[src/rtl/writeback_arbiter.sv]
// writeback_arbiter: owns the regfile write port.
// Arbitrates ALU vs LSU results with ALU anti-starvation.
module writeback_arbiter #(
  parameter int MAX_WAIT = 3,
  parameter int CNT_W    = 32
) (
  input  logic             clk,
  input  logic             rst_n,
  input  logic             flush,
  input  logic             alu_valid,
  output logic             alu_ready,
  input  logic [4:0]       alu_rd,
  input  logic [31:0]      alu_data,
  input  logic             lsu_valid,
  output logic             lsu_ready,
  input  logic [4:0]       lsu_rd,
  input  logic [31:0]      lsu_data,
  output logic [4:0]       rd,
  output logic [31:0]      regdata,
  output logic             wer,
  output logic [CNT_W-1:0] wb_count
);

  localparam logic [3:0] WMAX = 4'(MAX_WAIT);

  logic [3:0]  alu_wait;
  logic        starve;
  logic        grant;
  logic [4:0]  g_rd;
  logic [31:0] g_data;
  logic        we_nxt;

  assign starve = (alu_wait >= WMAX);

  // Grant selection: LSU preferred unless ALU has starved.
  always_comb begin
    alu_ready = 1'b0;
    lsu_ready = 1'b0;
    if (!flush) begin
      if (alu_valid && (!lsu_valid || starve))
        alu_ready = 1'b1;
      else if (lsu_valid)
        lsu_ready = 1'b1;
    end
  end

  assign grant  = alu_ready | lsu_ready;
  assign g_rd   = alu_ready ? alu_rd : lsu_rd;
  assign g_data = alu_ready ? alu_data : lsu_data;
  assign we_nxt = grant && (g_rd != 5'd0);

  // Count cycles a pending ALU result loses arbitration.
  always_ff @(posedge clk or negedge rst_n) begin
    if (!rst_n)
      alu_wait <= 4'd0;
    else if (flush || !alu_valid || alu_ready)
      alu_wait <= 4'd0;
    else if (alu_wait < WMAX)
      alu_wait <= alu_wait + 4'd1;
  end

  // Registered write port; address/data hold when idle.
  always_ff @(posedge clk or negedge rst_n) begin
    if (!rst_n) begin
      rd      <= 5'd0;
      regdata <= 32'd0;
      wer     <= 1'b0;
    end else begin
      wer <= we_nxt;
      if (grant) begin
        rd      <= g_rd;
        regdata <= g_data;
      end
    end
  end

  // Retired-write counter, wraps naturally.
  always_ff @(posedge clk or negedge rst_n) begin
    if (!rst_n)
      wb_count <= '0;
    else if (we_nxt)
      wb_count <= wb_count + CNT_W'(1);
  end

endmodule
[config.mk]
export PLATFORM = sky130hd
export DESIGN_NAME = writeback_arbiter
export DESIGN_NICKNAME = d
export VERILOG_FILES = /design/src/rtl/writeback_arbiter.sv
export SDC_FILE = /design/constraint.sdc
export NUM_CORES = 1
export LEC_CHECK = 0
export BUFFER_PORTS_ARGS = -buffer_cell sky130_fd_sc_hd__buf_2
export CAP_MARGIN = 20
export CELL_PAD_IN_SITES_DETAIL_PLACEMENT = 1
export CELL_PAD_IN_SITES_GLOBAL_PLACEMENT = 1
export CORE_MARGIN = 5
export CORE_UTILIZATION = 38
export DETAILED_ROUTE_END_ITERATION = 8
export PLACE_DENSITY = 0.87
export SLEW_MARGIN = 10
export SYNTH_ARGS = -nofsm -noshare
export SYNTH_HDL_FRONTEND = slang
export SYNTH_SLANG_ARGS = --single-unit
export TNS_END_PERCENT = 5
[constraint.sdc]
create_clock -name clk -period 4.86 [get_ports clk]
set_input_delay 0.972 -clock clk [delete_from_list [all_inputs] [get_ports clk]]
set_output_delay 0.972 -clock clk [all_outputs]
set_load 0.005 [all_outputs]
Word level (Yosys, flattened, before mapping)
Cells that the tools add are included.
{"block": "word_totals", "output_inout_bits": 72, "wordCells": 28, "reg_bits": 74}
{"block": "op_classes", "n_reduce_logical": 9, "bitwise": 1, "add_sub_neg": 2, "muxes": 9, "magnitude_cmp": 2}
{"cell": "$add 32x1->32 const B", "n": 1}
{"cell": "$mux 32", "n": 1}
{"cell": "$mux 4", "n": 2}
{"cell": "$mux 1", "n": 5}
{"cell": "$mux 5", "n": 1}
{"cell": "$reduce_bool 5->1", "n": 1}
{"cell": "$add 4x1->4 const B", "n": 1}
{"cell": "$ge 4x2->1 const B", "n": 1}
{"cell": "$lt 4x2->1 const B", "n": 1}
{"cell": "$logic_or 1x1->1", "n": 3}
{"cell": "$logic_and 1x1->1", "n": 2}
{"cell": "$logic_not 1->1", "n": 2}
{"cell": "$reduce_bool 2->1", "n": 1}
{"cell": "$or 1x1->1", "n": 1}

Longest topological paths before layout
{"block": "depth", "ltp_word": 8, "ltp_mapped": 7, "depth_no_buf": 6}

Least setup slack after synthesis
No wires, ideal clock.
{"block": "synth_path", "path_kind": "input to output", "startpoint": "in flush", "endpoint": "out alu_ready", "path_stages": 4, "t_arrival_ns": 1.865, "path_buffers": 2, "slack_ns": 2.023, "cell_sequence": "nand2b_1 nor2_1 clkbuf_1 clkbuf_1"}
{"block": "synth_between", "elab_chain_len": 1}
{"element": "from (decl)", "line": "9", "source": "input logic flush,"}
{"element": "$mux 1", "line": "39", "source": "if (!flush) begin"}
{"element": "to (decl)", "line": "11", "source": "output logic alu_ready,"}
No other way between the ends.

Final worst setup path
{"block": "layout_path", "startpoint": "in lsu_valid", "endpoint": "out alu_ready"}
{"block": "layout_between", "elab_chain_len": 5}
{"element": "from (decl)", "line": "14", "source": "input logic lsu_valid,"}
{"element": "$logic_not 1->1", "line": "40", "source": "if (alu_valid && (!lsu_valid || starve))"}
{"element": "$logic_or 1x1->1", "line": "40"}
{"element": "$logic_and 1x1->1", "line": "40"}
{"element": "$mux 1", "line": "40"}
{"element": "$mux 1", "line": "39"}
No other way between the ends.

==> metrics.csv <==
stage,metric,value,unit
grt,initial antenna violation count,0,
pwr,cell internal pwr,1110,µW
outcome,outcome,"complete, no violations",
cells_and_area,post-route insts no fill,570,
clock_network,CTS resizes,0,
critical_path,Setup CP Type,input port to output port,
sta,hold slack,0.457,ns
cells_and_area,multi-input logic area,1490,µm²
floorplanning,Starting Density,0.391,
cells_and_area,layout filler cell count,1018,
clock_network,clk root buf,clkbuf_8,
routing,1st-pass router iterations,4,
pwr,clock power share,0.329,
clock_network,Hold Buf Count CTS,0,
yosys,sequential share of the synthesized area,0.543,
routing,DRC errors left,0,
sta,Tmin final,3.30,ns
routing,Iter 0 DRT Violations,71,
hold_path,Hold Path Class,register to register,
critical_path,CP Max Fanout,69,
routing,Via-to-Cell Ratio,5.12,
sta,Final Hold Viols,0,
run,Max-cap violations,0,
grt,Tot GR Track Use,0.181,
clock_network,# clock sinks,74,
floorplanning,die span in y,105,µm
critical_path,worst path arrival time,2.33,ns
grt,largest net degree at the start of global routing,75,
critical_path,startpoint types,input port,
routing,final WL,10.1,mm
sta,Final setup viols,0,
yosys,YS warnings,0,
yosys,post-synthesis simple-gate area fraction,0.164,
sta,Final period util,0.679,
pwr,Net Switching,420,µW
critical_path,Reg2Reg Depth,7,
yosys,"Avg Cell Area, Syn",11.0,µm²
cells_and_area,Area Overhead vs Synth,31.3,%
sta,RSZ-0062 raised after global routing,false,
clock_network,Clock Path Buffers,2,
sta,final max-slew violation count,0,
placement,pre-CTS setup slack,1.54,ns
pwr,Tot Pwr,1530,µW
critical_path,worst path required time,3.89,ns
hold_path,Hold Crit Depth,1,
placement,Port Buffer Count,150,
sta,measured slew at the worst slew-check pin,0.936,ns
placement,placed insts,554,
pwr,sw frac,0.274,
grt,grt ovf,0,
floorplanning,Die Wd,105,µm
clock_network,CTS tree,done,
clock_network,H-tree Lvls,3,
floorplanning,die area,11000,µm²
routing,remaining antenna violation count after routing,0,
clock_network,TritonCTS Buffers,9,
critical_path,Critical Path End Type,output port,
pwr,Gate power share,0.184,
sta,Layout Skew,0.0112,ns
yosys,post-synthesis adder-cell area fraction,0.00734,
pwr,PwrDens,343,nW/µm²
cells_and_area,n_diodes,0,
pwr,Peak VDD IR,0.171,mV
cells_and_area,Reg area,1850,µm²
placement,Post-DP HPWL,7.56,mm
routing,wire length per cell,17.7,µm
yosys,register bit total from synthesis,74,
sta,Setup TNS Final,0,ns
floorplanning,IO Pins,151,
pwr,Sequential Power Share,0.486,
yosys,synthesized instance count,310,
routing,via count,2919,
clock_network,"Reg clk slew, reported paths",0.08,ns
placement,GP Congestion,0.828,
cells_and_area,Layout Nets,538,
floorplanning,Row Count,34,
yosys,largest family of logic cells by synthesized area,simple AND/OR/NAND/NOR gates,
yosys,mux cell area share after synthesis,0.113,
floorplanning,Core ar.,8720,µm²
clock_network,clk_lat worst skew,0.33,ns
cells_and_area,layout cell share with drive strength beyond 1,0.372,
grt,number of global-route vias before repair,3190,
sta,Max-slew headroom,0.376,
sta,Max Fclk,0.303,GHz
yosys,Compound-Gate Fraction of Synth Area,0.0668,
yosys,synthesized area,3410,µm²
pwr,cell leakage power,0.00245,µW
clock_network,setup repair bufs after CTS,0,
grt,first-pass GRT wire length,16.5,mm
yosys,Synth Area in XOR/XNOR,0.0796,
sta,final setup margin,1.56,ns
yosys,Netlist cell types,31,
worst max-delay path: stages:
cell	delay, ns
buf_2	0.11
nor4b_1	0.53
nor2_4	0.13
buf_4	0.33
buf_2	0.21
synthesized netlist by cell type, drive strengths merged:
cell / n / area share
dfrtp: 74 / 0.54
nand2: 40 / 0.044
mux2i: 37 / 0.11
o21ai: 37 / 0.054
xnor2: 26 / 0.067
and3: 17 / 0.031
nand4: 14 / 0.026
clkbuf: 10 / 0.011
nand3: 9 / 0.013
buf: 8 / 0.013
and2: 7 / 0.013
and4: 7 / 0.018
xor2: 5 / 0.013
ha: 2 / 0.0073
nor2: 2 / 0.0022
nor3: 2 / 0.0029
a211oi: 1 / 0.0037
a311oi: 1 / 0.0044
conb: 1 / 0.0011
inv: 1 / 0.0011
mux2: 1 / 0.0044
nand2b: 1 / 0.0018
nand3b: 1 / 0.0022
nor2b: 1 / 0.0018
nor4b: 1 / 0.0026
o21bai: 1 / 0.0022
o31ai: 1 / 0.0022
or4: 1 / 0.0022
or4b: 1 / 0.0029
power by group through the flow:
stage / Sequential (µW) / Clock, µW / Combinational [µW]
finish: 747 / 506 / 283
global route: 759 / 543 / 318
CTS: 747 / 519 / 291
detailed placement: 759 / 0 / 291
global placement: 753 / 0 / 277
floorplan: 760 / 0 / 120
layer usage:
metal,up-vias,GRT usage,share of wire
met2,121,0.301,0.47
met5,-,0,0
li1,1381,-,-
met4,0,0.0484,0.010
met1,1406,0.234,0.44
met3,11,0.0487,0.085
kinds of logic after synthesis:
kind of cell,count (synthesis)
xor+xnor,31
other cells,1
fa+ha+maj,2
mux,38
buf+inv,19
compound gates,41
flops,74
simple gates,104
placed cells by master (no fill, tap or decap), types with 2 or more instances in the layout:
cell type,n
clkbuf_8,12
nor3_1,2
nand2_1,40
xor2_1,5
nand4_1,14
mux2i_1,37
o21ai_0,37
buf_2,149
and3_1,17
and2_1,7
ha_1,2
dfrtp_1,74
xnor2_1,26
and4_1,7
nand3_1,9
buf_4,4
conb_1,2
sequential cells by signal (all words and copies together) (netlist names):
register and cells:
wb_count 32, wer 1, alu_wait 4, rd 5, regdata 32
final cells by class:
class	count	share of cell area
Clock inverter	3	0.0103
Tap cell	108	0.0302
Timing Repair Buffer	153	0.173
Sequential cell	74	0.414
Inverter	1	0.000839
Multi-Input combinational cell	218	0.334
Clock buffer	13	0.0377
per-stage QoR:
stage,cell area [µm²],utilization
after global placement,4260,0.489
after global routing,4480,0.513
after CTS,4480,0.513
after floorplan,3410,-
final,4480,0.513
after detailed placement,4260,0.489
path summary, 6_finish.rpt:
check | from | end | slack, ns
setup / recovery | lsu_valid | alu_ready | 1.56
hold / removal | alu_wait[0]$_DFFE_PN0P_ | alu_wait[0]$_DFFE_PN0P_ | 0.46
setup reg to reg | alu_wait[0]$_DFFE_PN0P_ | wb_count[19]$_DFFE_PN0P_ | 2.41
hold reg to reg | alu_wait[0]$_DFFE_PN0P_ | alu_wait[0]$_DFFE_PN0P_ | 0.46
max in group asynchronous | rst_n | wer$_DFF_PN0_ | 3.48
min in group asynchronous | rst_n | wb_count[20]$_DFFE_PN0P_ | 0.77
No activity file was read; power rests on OpenSTA's default activity.
